**src/rtl/c_arb_pkg.sv**
```systemverilog
// Shared types and helpers for the C result SRAM read arbiter.
// Consumers share one read port; the arbiter holds a single read in flight.
package c_arb_pkg;

    typedef enum logic {
        IDLE = 1'b0,
        WAIT = 1'b1
    } arb_state_t;

    // Width of a requester index; a single requester still needs one bit.
    function automatic int ptr_width(input int n);
        return (n <= 1) ? 1 : $clog2(n);
    endfunction

    localparam int NREQ_DEFAULT = 3;
    localparam int PTR_W        = ptr_width(NREQ_DEFAULT);

endpackage

```
**src/rtl/c_rd_arbiter_rr_pick.sv**
```systemverilog
// Combinational round-robin picker.
// Grants the first set request at or after ptr, searching upward with wrap.
module rr_pick
    import c_arb_pkg::*;
#(
    parameter int NREQ  = 3,
    parameter int PTR_W = ptr_width(NREQ)
) (
    input  logic [NREQ-1:0]  req,
    input  logic [PTR_W-1:0] ptr,
    output logic [NREQ-1:0]  grant_oh,
    output logic [PTR_W-1:0] grant_idx,
    output logic             any_req
);

    logic found;
    int   idx;

    always_comb begin
        grant_oh  = '0;
        grant_idx = '0;
        any_req   = |req;
        found     = 1'b0;
        idx       = 0;
        for (int i = 0; i < NREQ; i++) begin
            idx = int'(ptr) + i;
            if (idx >= NREQ) begin
                idx = idx - NREQ;
            end
            if (!found && req[idx]) begin
                found         = 1'b1;
                grant_oh[idx] = 1'b1;
                grant_idx     = PTR_W'(idx);
            end
        end
    end

endmodule

```
**src/rtl/c_rd_arbiter.sv**
```systemverilog
// Round-robin arbiter for the C result SRAM read port: one read outstanding,
// responses routed to their owner, tile release once every consumer is done.
module c_rd_arbiter
    import c_arb_pkg::*;
#(
    parameter int NREQ        = 3,
    parameter int ROW_W       = 3,
    parameter int COL_W       = 3,
    parameter int DATA_W      = 32,
    parameter int TIMEOUT_CYC = 16
) (
    input  logic                   clk,
    input  logic                   rst,
    input  logic                   c_valid,
    input  logic [NREQ-1:0]        req_valid,
    output logic [NREQ-1:0]        req_ready,
    input  logic [NREQ*ROW_W-1:0]  req_row,
    input  logic [NREQ*COL_W-1:0]  req_col,
    output logic [NREQ-1:0]        rsp_valid,
    output logic [DATA_W-1:0]      rsp_data,
    output logic                   rsp_err,
    input  logic [NREQ-1:0]        done,
    output logic                   tile_release,
    output logic                   mem_en,
    output logic                   mem_re,
    output logic [ROW_W-1:0]       mem_row,
    output logic [COL_W-1:0]       mem_col,
    input  logic [DATA_W-1:0]      mem_rdata,
    input  logic                   mem_rvalid,
    output logic                   dbg_state,
    output logic [NREQ-1:0]        dbg_done_seen
);

    localparam int PTR_W = ptr_width(NREQ);
    localparam int CNT_W = (TIMEOUT_CYC <= 2) ? 1 : $clog2(TIMEOUT_CYC);

    arb_state_t       state;
    logic [PTR_W-1:0] rr_ptr;
    logic [PTR_W-1:0] g_idx;
    logic [CNT_W-1:0] tcnt;
    logic [NREQ-1:0]  done_seen;

    logic [NREQ-1:0]  pick_oh;
    logic [PTR_W-1:0] pick_idx;
    logic             any_req;
    logic             grant;
    logic             release_now;
    logic             timed_out;
    logic [PTR_W-1:0] next_ptr;
    logic [ROW_W-1:0] sel_row;
    logic [COL_W-1:0] sel_col;

    rr_pick #(
        .NREQ  (NREQ),
        .PTR_W (PTR_W)
    ) u_pick (
        .req       (req_valid),
        .ptr       (rr_ptr),
        .grant_oh  (pick_oh),
        .grant_idx (pick_idx),
        .any_req   (any_req)
    );

    // Handshake: req_ready[i] is offered only in IDLE while the tile is
    // complete, and a request is taken when req_valid[i] && req_ready[i].
    // req_ready never rises without req_valid, so any ready bit is a transfer.
    assign grant     = !rst && (state == IDLE) && c_valid && any_req;
    assign req_ready = grant ? pick_oh : '0;

    assign release_now = (state == IDLE) && (&done_seen);
    assign timed_out   = (tcnt == CNT_W'(TIMEOUT_CYC - 1));

    always_comb begin
        sel_row  = req_row[int'(pick_idx)*ROW_W +: ROW_W];
        sel_col  = req_col[int'(pick_idx)*COL_W +: COL_W];
        next_ptr = (int'(pick_idx) == NREQ - 1) ? '0 : pick_idx + 1'b1;
    end

    always_ff @(posedge clk) begin
        if (rst) begin
            state        <= IDLE;
            rr_ptr       <= '0;
            g_idx        <= '0;
            tcnt         <= '0;
            done_seen    <= '0;
            rsp_valid    <= '0;
            rsp_data     <= '0;
            rsp_err      <= 1'b0;
            tile_release <= 1'b0;
            mem_en       <= 1'b0;
            mem_re       <= 1'b0;
            mem_row      <= '0;
            mem_col      <= '0;
        end else begin
            rsp_valid    <= '0;
            rsp_err      <= 1'b0;
            tile_release <= release_now;
            // Done bits landing in the release cycle survive the clear.
            done_seen    <= (release_now ? '0 : done_seen) | done;

            case (state)
                IDLE: begin
                    if (grant) begin
                        g_idx   <= pick_idx;
                        rr_ptr  <= next_ptr;
                        tcnt    <= '0;
                        mem_en  <= 1'b1;
                        mem_re  <= 1'b1;
                        mem_row <= sel_row;
                        mem_col <= sel_col;
                        state   <= WAIT;
                    end
                end
                WAIT: begin
                    tcnt <= tcnt + 1'b1;
                    // Returned data wins over a timeout in the same cycle.
                    if (mem_rvalid || timed_out) begin
                        rsp_data  <= mem_rvalid ? mem_rdata : '0;
                        rsp_err   <= !mem_rvalid;
                        rsp_valid <= NREQ'(1) << g_idx;
                        mem_en    <= 1'b0;
                        mem_re    <= 1'b0;
                        mem_row   <= '0;
                        mem_col   <= '0;
                        state     <= IDLE;
                    end
                end
                default: state <= IDLE;
            endcase
        end
    end

    assign dbg_state     = state;
    assign dbg_done_seen = done_seen;

endmodule

```
**config.mk**
```make
export PLATFORM = sky130hd
export DESIGN_NAME = c_rd_arbiter
export DESIGN_NICKNAME = d
export VERILOG_FILES = /design/src/rtl/c_arb_pkg.sv /design/src/rtl/c_rd_arbiter_rr_pick.sv /design/src/rtl/c_rd_arbiter.sv
export SDC_FILE = /design/constraint.sdc
export NUM_CORES = 1
export LEC_CHECK = 0
export BUFFER_PORTS_ARGS = -buffer_cell sky130_fd_sc_hd__buf_2
export CAP_MARGIN = 20
export CORE_MARGIN = 2
export CORE_UTILIZATION = 45
export CTS_BUF_LIST = sky130_fd_sc_hd__clkbuf_8
export CTS_CLUSTER_SIZE = 10
export DETAILED_ROUTE_END_ITERATION = 16
export GPL_ROUTABILITY_DRIVEN = 0
export PLACE_DENSITY = 0.77
export SLEW_MARGIN = 20
export SYNTH_ARGS = -nofsm -noshare
export SYNTH_HDL_FRONTEND = slang
export SYNTH_SLANG_ARGS = --single-unit
```
**constraint.sdc**
```tcl
create_clock -name clk -period 2.2 [get_ports clk]
set_input_delay 0.33 -clock clk [delete_from_list [all_inputs] [get_ports clk]]
set_output_delay 0.33 -clock clk [all_outputs]
set_load 0.01 [all_outputs]
```
Word-level counts from Yosys, hierarchy flattened
Cells that the tools add are included.
{ "word_totals": {"reg_bits": 56, "elab_cells": 104} }
{ "op_classes": {"n_addsub": 7, "mul": 1, "order_cmp": 9, "eq_ne": 4, "n_shift": 3, "mux": 43, "n_bitwise": 5, "n_reduce_logical": 20} }
{ "ops": {"columns": ["operator", "count"], "rows": [
  ["2-to-1 mux 32 bit", 4],
  ["greater-or-equal comparator 32 x 1 -> 1 bit (second input constant)", 3],
  ["< comparator 32 x 4 -> 1 bit (second input constant)", 3],
  ["greater-or-equal comparator 32 x 3 -> 1 bit (second input constant)", 2],
  ["subtractor 32 x 3 -> 32 bit (second input constant)", 2],
  ["variable part select 9 x 32 -> 3 bit", 1],
  ["2-to-1 mux 3 bit", 8],
  ["2-to-1 mux 1 bit", 15],
  ["one-hot mux 3 bit (2 select lines)", 2],
  ["logical AND 1 bit", 9],
  ["bitwise OR 3 bit", 3],
  ["variable part select 9 x 5 -> 3 bit", 1],
  ["2-to-1 mux 2 bit", 4],
  ["one-hot mux 4 bit (2 select lines)", 1],
  ["binary-select mux 1 bit (select 2 bit)", 3],
  ["demux 1 bit (select 2 bit)", 3],
  ["AND reduction 2 bit", 3],
  ["OR reduction 3 bit", 2],
  ["adder 4 x 1 -> 4 bit (second input constant)", 1],
  ["== test 4 bit (second input constant)", 1],
  ["zero test 1 bit", 4],
  ["multiplier 2 x 2 -> 4 bit (second input constant)", 1],
  ["2-to-1 mux 4 bit", 1],
  ["one-hot mux 1 bit (2 select lines)", 2],
  ["other kinds (12)", 13]
]} }

Longest topological paths before layout
Gate-level depths: netlist of the first run.
{ "depth": {"word_depth": 16, "ltp_mapped": 10} }

Modules after synthesis
Synthesis of the first run repeated with hierarchy kept, for this count alone.
{ "hier_totals": {"cells_unflattened": 305, "area_unflattened_um2": 2670.1} }
{ "by_module_without_submodules": {"columns": ["module", "n_inst", "cells_per_inst", "area_each_um2", "seq_area_each_um2"], "rows": [
  ["c_rd_arbiter", 1, 262, 2366.0, 1121.1],
  ["rr_pick", 1, 43, 304.0, 0.0]
]} }

Least setup slack after synthesis of the first run
Ideal clock, no wire load.
{ "synth_path": {"path_kind": "register -> output", "from": "reg rr_ptr[0]", "to": "out req_ready[0]", "arrival_time_ns": 1.607, "required_ns": 1.870, "slack_ns": 0.263, "path_stages_with_launch": 9, "n_path_buf": 1, "path_cell_list": "dfxtp_1 inv_1 ha_1 buf_6 mux2_4 mux2i_1 nor2_1 a221oi_1 a211oi_1"} }
{ "synth_via": {"elab_chain_cells": 13} }
{ "synth_rtl": {"columns": ["item", "line_no", "text"], "rows": [
  ["start, declared", "c_rd_arbiter.sv:38", "logic [PTR_W-1:0] rr_ptr;"],
  ["start signal, assigned", "c_rd_arbiter.sv:105", "rr_ptr <= next_ptr;"],
  ["branches (longest 11 deep; another with subtractor 32 x 3 -> 32 bit)", null, null],
  ["2-to-1 mux 3 bit (*)", "c_rd_arbiter_rr_pick.sv:30", "if (!found && req[idx]) begin"],
  ["2-to-1 mux 3 bit (*)", "c_rd_arbiter.sv:68", "assign req_ready = grant ? pick_oh : '0;"],
  ["end, declared", "c_rd_arbiter.sv:16", "output logic [NREQ-1:0] req_ready,"]
]} }
Every way passes the cells marked *. The select of a mux whose other input is x is not followed.

Final worst setup path of the first run
{ "layout_path": {"from": "reg rr_ptr[1]", "to": "out req_ready[0]"} }
Same word-level chain as after synthesis.

==> flow_summary.toml, run 1 <==
[routing]
viasPerCell = 5.448
wirelength_mm = 7.055
first_pass_iters = 5
post_drt_wl_per_cell_um = 15.04
ant_nets = 0
initialDrtViolationCount = 93
via_count = 2555
drc = 0

[floorplanning]
fp.dieH_um = 78.70
io-pin-count = 112
core_mm2 = 0.005439
start_util = 0.4617
die_w_um = 78.70
row_count = 27
dieArea_mm2 = 0.006194

[cts]
cts_tree = "done"
cts.clk_slew.worst_paths_ps = 90
htreeDepth = 2
worstSkewPairLatency_ps = 300
cts_buffer_depth = 2
clockRootBuffer = "clkbuf_8"
cts_sinks = 56
cts_made_buffers = 5
cts_hold_buf = 0

[critical_path]
startpoint = "rr_ptr[1]"
cp.required_ps = 1870
cp-start-kind = "flop"
cp-end-kind = "primary output"
r2r_slack_ps = 50
r2r_cells = 12
worstPathMaxFanout = 7
cp.arrival_ps = 1930
r2r_end = "rr_ptr[0]"
regToRegStartpoint = "rr_ptr[0]"
critPathKind = "flop to primary output"

[power_and_ir_drop]
power_w = 0.002179
vdd_drop_max_mv = 0.4614
p_leak_nw = 1.530
p_clk_frac = 0.243
combPwrFrac = 0.251
p_switching_w = 0.0006434
pwr-share-seq = 0.506
powerDensity_mw_per_mm2 = 633.3
switching_share = 0.2953
intPower_w = 0.001536

[final_layout]
antenna_cells = 0
finalInstanceArea_mm2 = 0.003441
syn2layout_area_growth_pct = 37.02
fill_cells = 487
layout.nets = 462
finalCoreUtilization = 0.6326
drive_above_1_share = 0.4358

[synthesis]
ys_ff_latch = 56
synth_edf_count = 0
yosys_most_used_dff = "dfxtp_1"
synth_fp_nets = 347
synthCells = 282
synth-warning-count = 0
ys_types = 45
yosysSeqAreaShare = 0.4464
syn-mean-instance-area_um2 = 8.905
async_reset_ff_frac = 0
syn_area_mm2 = 0.002511

[outcome]
status = "finished with violations"
violations = "negative setup slack"

[placement]
place_hpwl_mm = 4.704
placed_area_mm2 = 0.003120
portBuffers = 111

[timing]
skew_ps = 7.623
worst_slack_ps = -62.64
fmax_mhz = 442.0
final_max_slew_viol_count = 0
period_share = 1.028
relSlewSlack = 0.6055
hold_viol = 0
fin_crit_ps = 2263
finalSetupViolCount = 2
worst_slew_pin_slew_ps = 591.7
rsz0062_at_grt = "yes"

[global_route]
grt-ovfl-total = 0
grt_usage = 0.2198
first_global_vias = 2401
grt_pass1_wl_mm = 11.13
grt_max_degree = 52
antenna_found_initial = 0

[hold_path]
hold_path.class = "primary input to flop"
hold-path-cell-count = 2
min-delay-start = "mem_rvalid"
min_to = "rsp_err"

[flow_run]
cap_viol_max_count = 0
-- cell usage after synthesis (2+ instances only) --
| library cell | instances | area share |
|---|---|---|
| nand3_1 | 3 | 0.0060 |
| clkbuf_1 | 16 | 0.024 |
| buf_2 | 2 | 0.0040 |
| and2_1 | 2 | 0.0050 |
| buf_6 | 2 | 0.0090 |
| and3_1 | 7 | 0.017 |
| nand2_1 | 16 | 0.024 |
| or2_1 | 2 | 0.0050 |
| o21ai_0 | 4 | 0.0080 |
| a21oi_1 | 12 | 0.024 |
| o22ai_1 | 2 | 0.0050 |
| nor2_1 | 46 | 0.069 |
| nor3_1 | 3 | 0.0060 |
| nand2b_1 | 2 | 0.0050 |
| nor2b_1 | 7 | 0.017 |
| dfxtp_1 | 56 | 0.45 |
| nor4b_1 | 2 | 0.0070 |
| a221oi_2 | 2 | 0.012 |
| mux2i_1 | 3 | 0.012 |
| nand3b_1 | 4 | 0.012 |
| ha_1 | 5 | 0.025 |
| o21ai_1 | 3 | 0.0060 |
| a22oi_1 | 39 | 0.12 |
| inv_1 | 5 | 0.0075 |
| a32oi_1 | 6 | 0.021 |
| o21ai_2 | 2 | 0.0070 |
| a31oi_1 | 7 | 0.017 |
| a221oi_1 | 5 | 0.017 |
-- how the worst max path moves through the flow --
stage / to / depth (start not counted) / slack [ps]
6_report: req_ready[0] / 9 / -60
4_1_cts: req_ready[0] / 8 / -60
5_1_grt: req_ready[0] / 9 / -170
3_5_place_dp: mem_row[2] / 8 / 70
3_3_place_gp: mem_row[0] / 8 / 140
2_1_floorplan: req_ready[0] / 8 / 260
-- what timing repair did --
item	CTS	global route
endpoints found under the setup margin	3	10
buffers inserted	4	6
resized for setup	16	23
gates cloned	0	0
pin swaps	4	16
-- flip-flops by register name, summed over array words and instances, names as in the netlist --
| name | flops |
|---|---|
| rsp_data | 32 |
| tcnt | 4 |
| dbg_done_seen | 3 |
| mem_col | 3 |
| mem_row | 3 |
| rsp_valid | 3 |
| g_idx | 2 |
| rr_ptr | 2 |
| dbg_state | 1 |
| mem_re | 1 |
| rsp_err | 1 |
| tile_release | 1 |
-- final cells by class --
| class | count | area (um2) | area share |
|---|---|---|---|
| Clock inverter | 2 | 12.51 | 0.003636 |
| Timing Repair Buffer | 130 | 709.4 | 0.2062 |
| Tap cell | 72 | 90.09 | 0.02618 |
| Clock buffer | 5 | 68.82 | 0.02000 |
| Inverter | 5 | 23.77 | 0.006909 |
| Multi-Input combinational cell | 199 | 1408 | 0.4091 |
| Sequential cell | 56 | 1129 | 0.3280 |
-- through the flow --
step	setup WS (ps)	hold slack [ps]	std cells	setup TNS [ps]
after CTS	-60.85	210.3	463	-60.85
after global routing	-171.3	211.3	469	-796.9
after detailed placement	73.84	479.7	452	0
final	-62.64	216.1	469	-86.30
after global placement	136.4	468.9	452	0
after floorplan	263.4	409.3	282	0
-- layout by cell type (no fill, tap or decap), drive strengths merged, types with 2 or more instances in the layout --
master | netlist | final
a211oi | 2 | 2
a21oi | 12 | 12
a221oi | 7 | 7
a22oi | 39 | 39
a31oi | 7 | 7
a32oi | 6 | 6
and2 | 2 | 2
and3 | 7 | 7
buf | 6 | 130
clkbuf | 16 | 5
dfxtp | 56 | 56
ha | 5 | 5
inv | 5 | 5
mux2i | 4 | 4
nand2 | 16 | 16
nand2b | 3 | 3
nand3 | 3 | 3
nand3b | 4 | 4
nor2 | 47 | 47
nor2b | 7 | 7
nor3 | 3 | 3
nor4b | 2 | 2
o21ai | 9 | 9
o22ai | 2 | 2
or2 | 3 | 3
-- critical path, stage by stage, from the launching register on --
cell and delay, ps:
dfxtp_4 390, inv_4 40, ha_4 190, buf_6 140, nand3b_1 220, o21ai_4 140, nor2_2 60, a221oi_2 230
a211oi_1 70, buf_2 140
-- routing by layer --
layer | vias to the layer above | track usage | wire, um
met5 | - | 0 | 0
met4 | 0 | 0.06491 | 98
met2 | 98 | 0.3735 | 3561
met3 | 9 | 0.06023 | 508
met1 | 1194 | 0.2723 | 2886
li1 | 1254 | - | -
-- power by group through the flow --
stage / Clock, W / Combinational (W) / Sequential [W]
floorplan: 0 / 0.000267 / 0.00114
global placement: 0 / 0.000440 / 0.00112
detailed placement: 0 / 0.000449 / 0.00112
CTS: 0.000546 / 0.000481 / 0.00110
global route: 0.000587 / 0.000595 / 0.00111
finish: 0.000530 / 0.000548 / 0.00110
-- kinds of logic after synthesis --
logic type	Yosys count	synth area share
simple gates	103	0.2008
compound gates	86	0.2556
flops	56	0.4464
buf+inv	27	0.04883
mux	5	0.02342
fa+ha+maj	5	0.02491
Power figures use the tool's default switching activity.
==> run 2, diff against run 1 <==
--- a/config.mk
+++ b/config.mk
@@ -14,4 +14,3 @@
 export DETAILED_ROUTE_END_ITERATION = 16
-export GPL_ROUTABILITY_DRIVEN = 0
-export PLACE_DENSITY = 0.77
+export PLACE_DENSITY = 0.86
 export SLEW_MARGIN = 20
==> constraint.sdc (replaced) <==
create_clock -name clk -period 2.2 [get_ports clk]
set_input_delay 0.22 -clock clk [delete_from_list [all_inputs] [get_ports clk]]
set_output_delay 0.22 -clock clk [all_outputs]
set_load 0.01 [all_outputs]
==> run 2 against run 1 <==
Against the previous run:
- the flow now finishes without violations
- flip-flop and latch count did not move
- non-clock buffer count fell by 7
- clock skew rose by 5.1 ps
- critical path depth is the same
- cell count is 1.5% lower
- critical endpoint is now req_ready[2]
- largest power group unchanged
==> flow_summary.toml, run 2 (synthesis gave the netlist of run 1 again) <==
[critical_path]
cp.arrival_ps = 1950
cp.required_ps = 1980
cp-start-kind = "flop"
critPathKind = "flop to primary output"
worstPathMaxFanout = 8
cp-end-kind = "primary output"
r2r_cells = 9

[global_route]
grt_usage = 0.2212
grt-ovfl-total = 0
grt_max_degree = 52
antenna_found_initial = 0
first_global_vias = 2469
grt_pass1_wl_mm = 11.12

[outcome]
status = "complete, no violations"

[placement]
place_hpwl_mm = 4.751
placed_area_mm2 = 0.003113
gp_congestion = 0.9110
portBuffers = 111

[final_layout]
fill_cells = 473
drive_above_1_share = 0.3974
layout.nets = 455
largest-register = "rsp_data"
mostFrequentLayoutCell = "buf_2"
final_cell_mix = "buf_2 (111), dfxtp_1 (54), nor2_1 (45)"
finalInstanceArea_mm2 = 0.003332
antenna_cells = 0
top_regs = "rsp_data: 32 flops, tcnt: 4 flops"
syn2layout_area_growth_pct = 32.69
largest_register_ff_count = 32

[flow_run]
cap_viol_max_count = 0

[timing]
period_share = 0.9883
worst_hold_slack_ps = 116.9
finalSetupViolCount = 0
hold_viol = 0
fin_setup_tns_ps = 0
fmax_mhz = 459.9
fin_crit_ps = 2174
relSlewSlack = 0.6293
final_max_slew_viol_count = 0
skew_ps = 12.76
rsz0062_at_grt = "yes"
worst_slew_pin_slew_ps = 552.3

[floorplanning]
io-pin-count = 112
core_mm2 = 0.005439
fp.dieH_um = 78.70
start_util = 0.4617
row_count = 27
dieArea_mm2 = 0.006194
die_w_um = 78.70

[power_and_ir_drop]
switching_share = 0.2974
p_leak_nw = 1.489
p_switching_w = 0.0006399
powerDensity_mw_per_mm2 = 645.8
intPower_w = 0.001512
pwr-share-seq = 0.511
combPwrFrac = 0.237
p_clk_frac = 0.252
vdd_drop_max_mv = 0.4185

[hold_path]
hold_path.class = "primary input to flop"
hold-path-cell-count = 3

[cts]
worstSkewPairLatency_ps = 310
cts_tree = "done"
cts_made_buffers = 5
htreeDepth = 2
cts_sinks = 56
cts_buffer_depth = 2
clockRootBuffer = "clkbuf_8"
cts_hold_buf = 0
cts.clk_slew.worst_paths_ps = 100

[routing]
first_pass_iters = 5
drc = 0
ant_nets = 0
viasPerCell = 5.567
wirelength_mm = 7.030
via_count = 2572
post_drt_wl_per_cell_um = 15.22
initialDrtViolationCount = 111
run 2: power by group through the flow:
stage / sequential, W / combinational [W] / clock, W
global route: 0.00111 / 0.000552 / 0.000603
finish: 0.00110 / 0.000510 / 0.000543
global placement: 0.00112 / 0.000434 / 0
detailed placement: 0.00112 / 0.000447 / 0
floorplan: 0.00114 / 0.000267 / 0
CTS: 0.00110 / 0.000466 / 0.000568
run 2: critical path: stages, from the launching register on:
cell and delay [ps]:
dfxtp_4 390, inv_2 60, ha_4 330, nand3b_1 170, o21ai_4 120, buf_4 150
nand2b_4 60, o22ai_1 170, nor2_1 60, buf_2 140
run 2: path summary, 6_finish.rpt:
path         slack [ps]       from               end
max                  30  rr_ptr[0]      req_ready[2]
min                 120    done[1]  dbg_done_seen[1]
max reg2reg          70  rr_ptr[0]        mem_col[1]
min reg2reg         490    tcnt[3]           tcnt[3]
run 2: cell type report:
cell class / instances / area, um2 / share of cell area
clock buffer: 5 / 68.82 / 0.02065
clock inverter: 2 / 12.51 / 0.003755
inverter: 5 / 21.27 / 0.006384
multi-input combinational: 199 / 1365 / 0.4097
sequential: 56 / 1129 / 0.3387
tap: 72 / 90.09 / 0.02704
timing repair buffer: 123 / 645.6 / 0.1938
run 2: repair_timing:
action,in CTS,in global routing
buffers inserted,0,4
setup endpoints to repair,3,9
resized for setup,12,13
gates cloned,0,0
pin swaps,0,5
run 2: routing by layer:
metal / global-route usage / share of wire / vias up
li1: - / - / 1242
met1: 0.2608 / 0.42 / 1210
met2: 0.3906 / 0.49 / 109
met3: 0.06023 / 0.078 / 11
met4: 0.06842 / 0.016 / 0
met5: 0 / 0 / -
run 2: metrics by stage:
stage                     total power [W]  setup slack (ps)  utilization  instances
after floorplan                  0.001402             286.2            -        282
final                            0.002152             25.67       0.6126        462
after CTS                        0.002131            0.3118       0.5974        458
after global routing             0.002261            -60.96       0.6126        462
after global placement           0.001551             126.0       0.5723        451
after detailed placement         0.001565             8.881       0.5723        451
==> run 3, diff against run 2 <==
- MAX_ROUTING_LAYER: default -> met4
==> run 3 against run 2 <==
Against the previous run:
- die area did not move
- worst hold slack gained 1.6 ps
- cell count unchanged
- highest routed layer unchanged
==> flow_summary.toml, run 3 (synthesis gave the netlist of run 1 again) <==
[critical_path]
regToRegStartpoint = "rr_ptr[0]"
worstPathMaxFanout = 8
r2r_slack_ps = 80
cp-end-kind = "primary output"
r2r_cells = 9
worstPathCellList = "inv_2, ha_4, nand3b_1, o21ai_4, buf_4, nand2b_4, o22ai_1, nor2_1, buf_2"
critPathKind = "flop to primary output"
r2r_end = "mem_row[2]"
cp-start-kind = "flop"
slowest_delay_ps = 390
cp-endpoint = "req_ready[2]"
startpoint = "rr_ptr[0]"
cp.required_ps = 1980
slowest_stage = "dfxtp_4"
cp.arrival_ps = 1960

[final_layout]
largest_register_ff_count = 32
drive_above_1_share = 0.3974
largest-register = "rsp_data"
antenna_cells = 0
finalCoreUtilization = 0.6126
final_cell_mix = "buf_2 (111), dfxtp_1 (54), nor2_1 (45)"
top_regs = "rsp_data: 32 flops, tcnt: 4 flops"
layout.nets = 455
syn2layout_area_growth_pct = 32.69
mostFrequentLayoutCell = "buf_2"

[global_route]
first_global_vias = 2474
grt_pass1_wl_mm = 11.10
grt_usage = 0.2265
antenna_found_initial = 0
grt_max_degree = 52
grt-ovfl-total = 0

[timing]
skew_ps = 11.92
finalSetupViolCount = 0
hold_viol = 0
fin_crit_ps = 2175
worst_slew_pin_slew_ps = 546.7
fmax_mhz = 459.7
worst_hold_slack_ps = 118.5
final_max_slew_viol_count = 0
worst_slack_ps = 24.52
rsz0062_at_grt = "yes"
period_share = 0.9889
relSlewSlack = 0.6331

[placement]
gp_congestion = 0.9267
post-place-ws_ps = 8.881
portBuffers = 111
place_hpwl_mm = 4.751

[flow_run]
cap_viol_max_count = 0

[floorplanning]
die_w_um = 78.70
core_mm2 = 0.005439
io-pin-count = 112
dieArea_mm2 = 0.006194
row_count = 27
start_util = 0.4617
fp.dieH_um = 78.70

[cts]
worstSkewPairLatency_ps = 310
cts_sinks = 56
clockRootBuffer = "clkbuf_8"
htreeDepth = 2
cts_made_buffers = 5
cts_tree = "done"
cts.clk_slew.worst_paths_ps = 100
cts_hold_buf = 0
cts_buffer_depth = 2

[routing]
ant_nets = 0
wirelength_mm = 6.981
via_count = 2615
first_pass_iters = 4
viasPerCell = 5.660
drc = 0
initialDrtViolationCount = 105
post_drt_wl_per_cell_um = 15.11

[outcome]
status = "complete, no violations"

[hold_path]
hold_path.class = "primary input to flop"

[power_and_ir_drop]
powerDensity_mw_per_mm2 = 645.2
vdd_drop_max_mv = 0.4181
p_leak_nw = 1.489
-- run 3: cell counts in the layout (fill, tap and decap cells not counted) --
No cell type changed its count.
-- run 3: area by class of cell --
cell class                      count  area (um2)
Clock buffer                        5       68.82
Clock inverter                      2       12.51
Fill cell                         473        2107
Inverter                            5       21.27
Multi-Input combinational cell    199        1365
Sequential cell                    56        1129
Tap cell                           72       90.09
Timing Repair Buffer              123       645.6
-- run 3: timing repair --
item	4_1_cts	5_1_grt
pin swaps	0	5
resized for setup	12	13
setup buffers	0	4
setup endpoints to repair	3	9
-- run 3: worst min path at each step --
| stage | from | endpoint | depth (start not counted) |
|---|---|---|---|
| final | done[1] | dbg_done_seen[1] | 3 |
| after global routing | mem_rvalid | rsp_err | 2 |
| after CTS | done[1] | dbg_done_seen[1] | 3 |
| after detailed placement | done[1] | dbg_done_seen[1] | 3 |
| after global placement | done[1] | dbg_done_seen[1] | 3 |
| after floorplan | mem_rvalid | rsp_err | 1 |
-- run 3: report_power, final --
part	switching, W	internal [W]
sequential	0.0000384	0.00106
clock	0.000323	0.000219
combinational	0.000276	0.000232
-- run 3: routing by layer --
metal,share of wire,global-route usage,vias up
met4,0.013,0.07368,0
met2,0.49,0.3923,117
li1,-,-,1241
met1,0.42,0.2630,1247
met5,0,-,-
met3,0.074,0.04773,10
-- run 3: per-stage QoR --
stage | instance area, um2 | setup TNS, ps | total power [W] | std cells
after floorplan | 2511 | 0 | 0.001402 | 282
after global placement | 3113 | 0 | 0.001551 | 451
after detailed placement | 3113 | 0 | 0.001565 | 451
after CTS | 3249 | 0 | 0.002131 | 458
after global routing | 3332 | -199.8 | 0.002258 | 462
final | 3332 | 0 | 0.002150 | 462
-- run 3: worst max-delay path, delay by kind of cell, from the launching register on --
kind	cells	cell delay [ps]
flops	1	390
simple gates	3	290
compound gates	2	300
buf+inv	3	350
fa+ha+maj	1	330
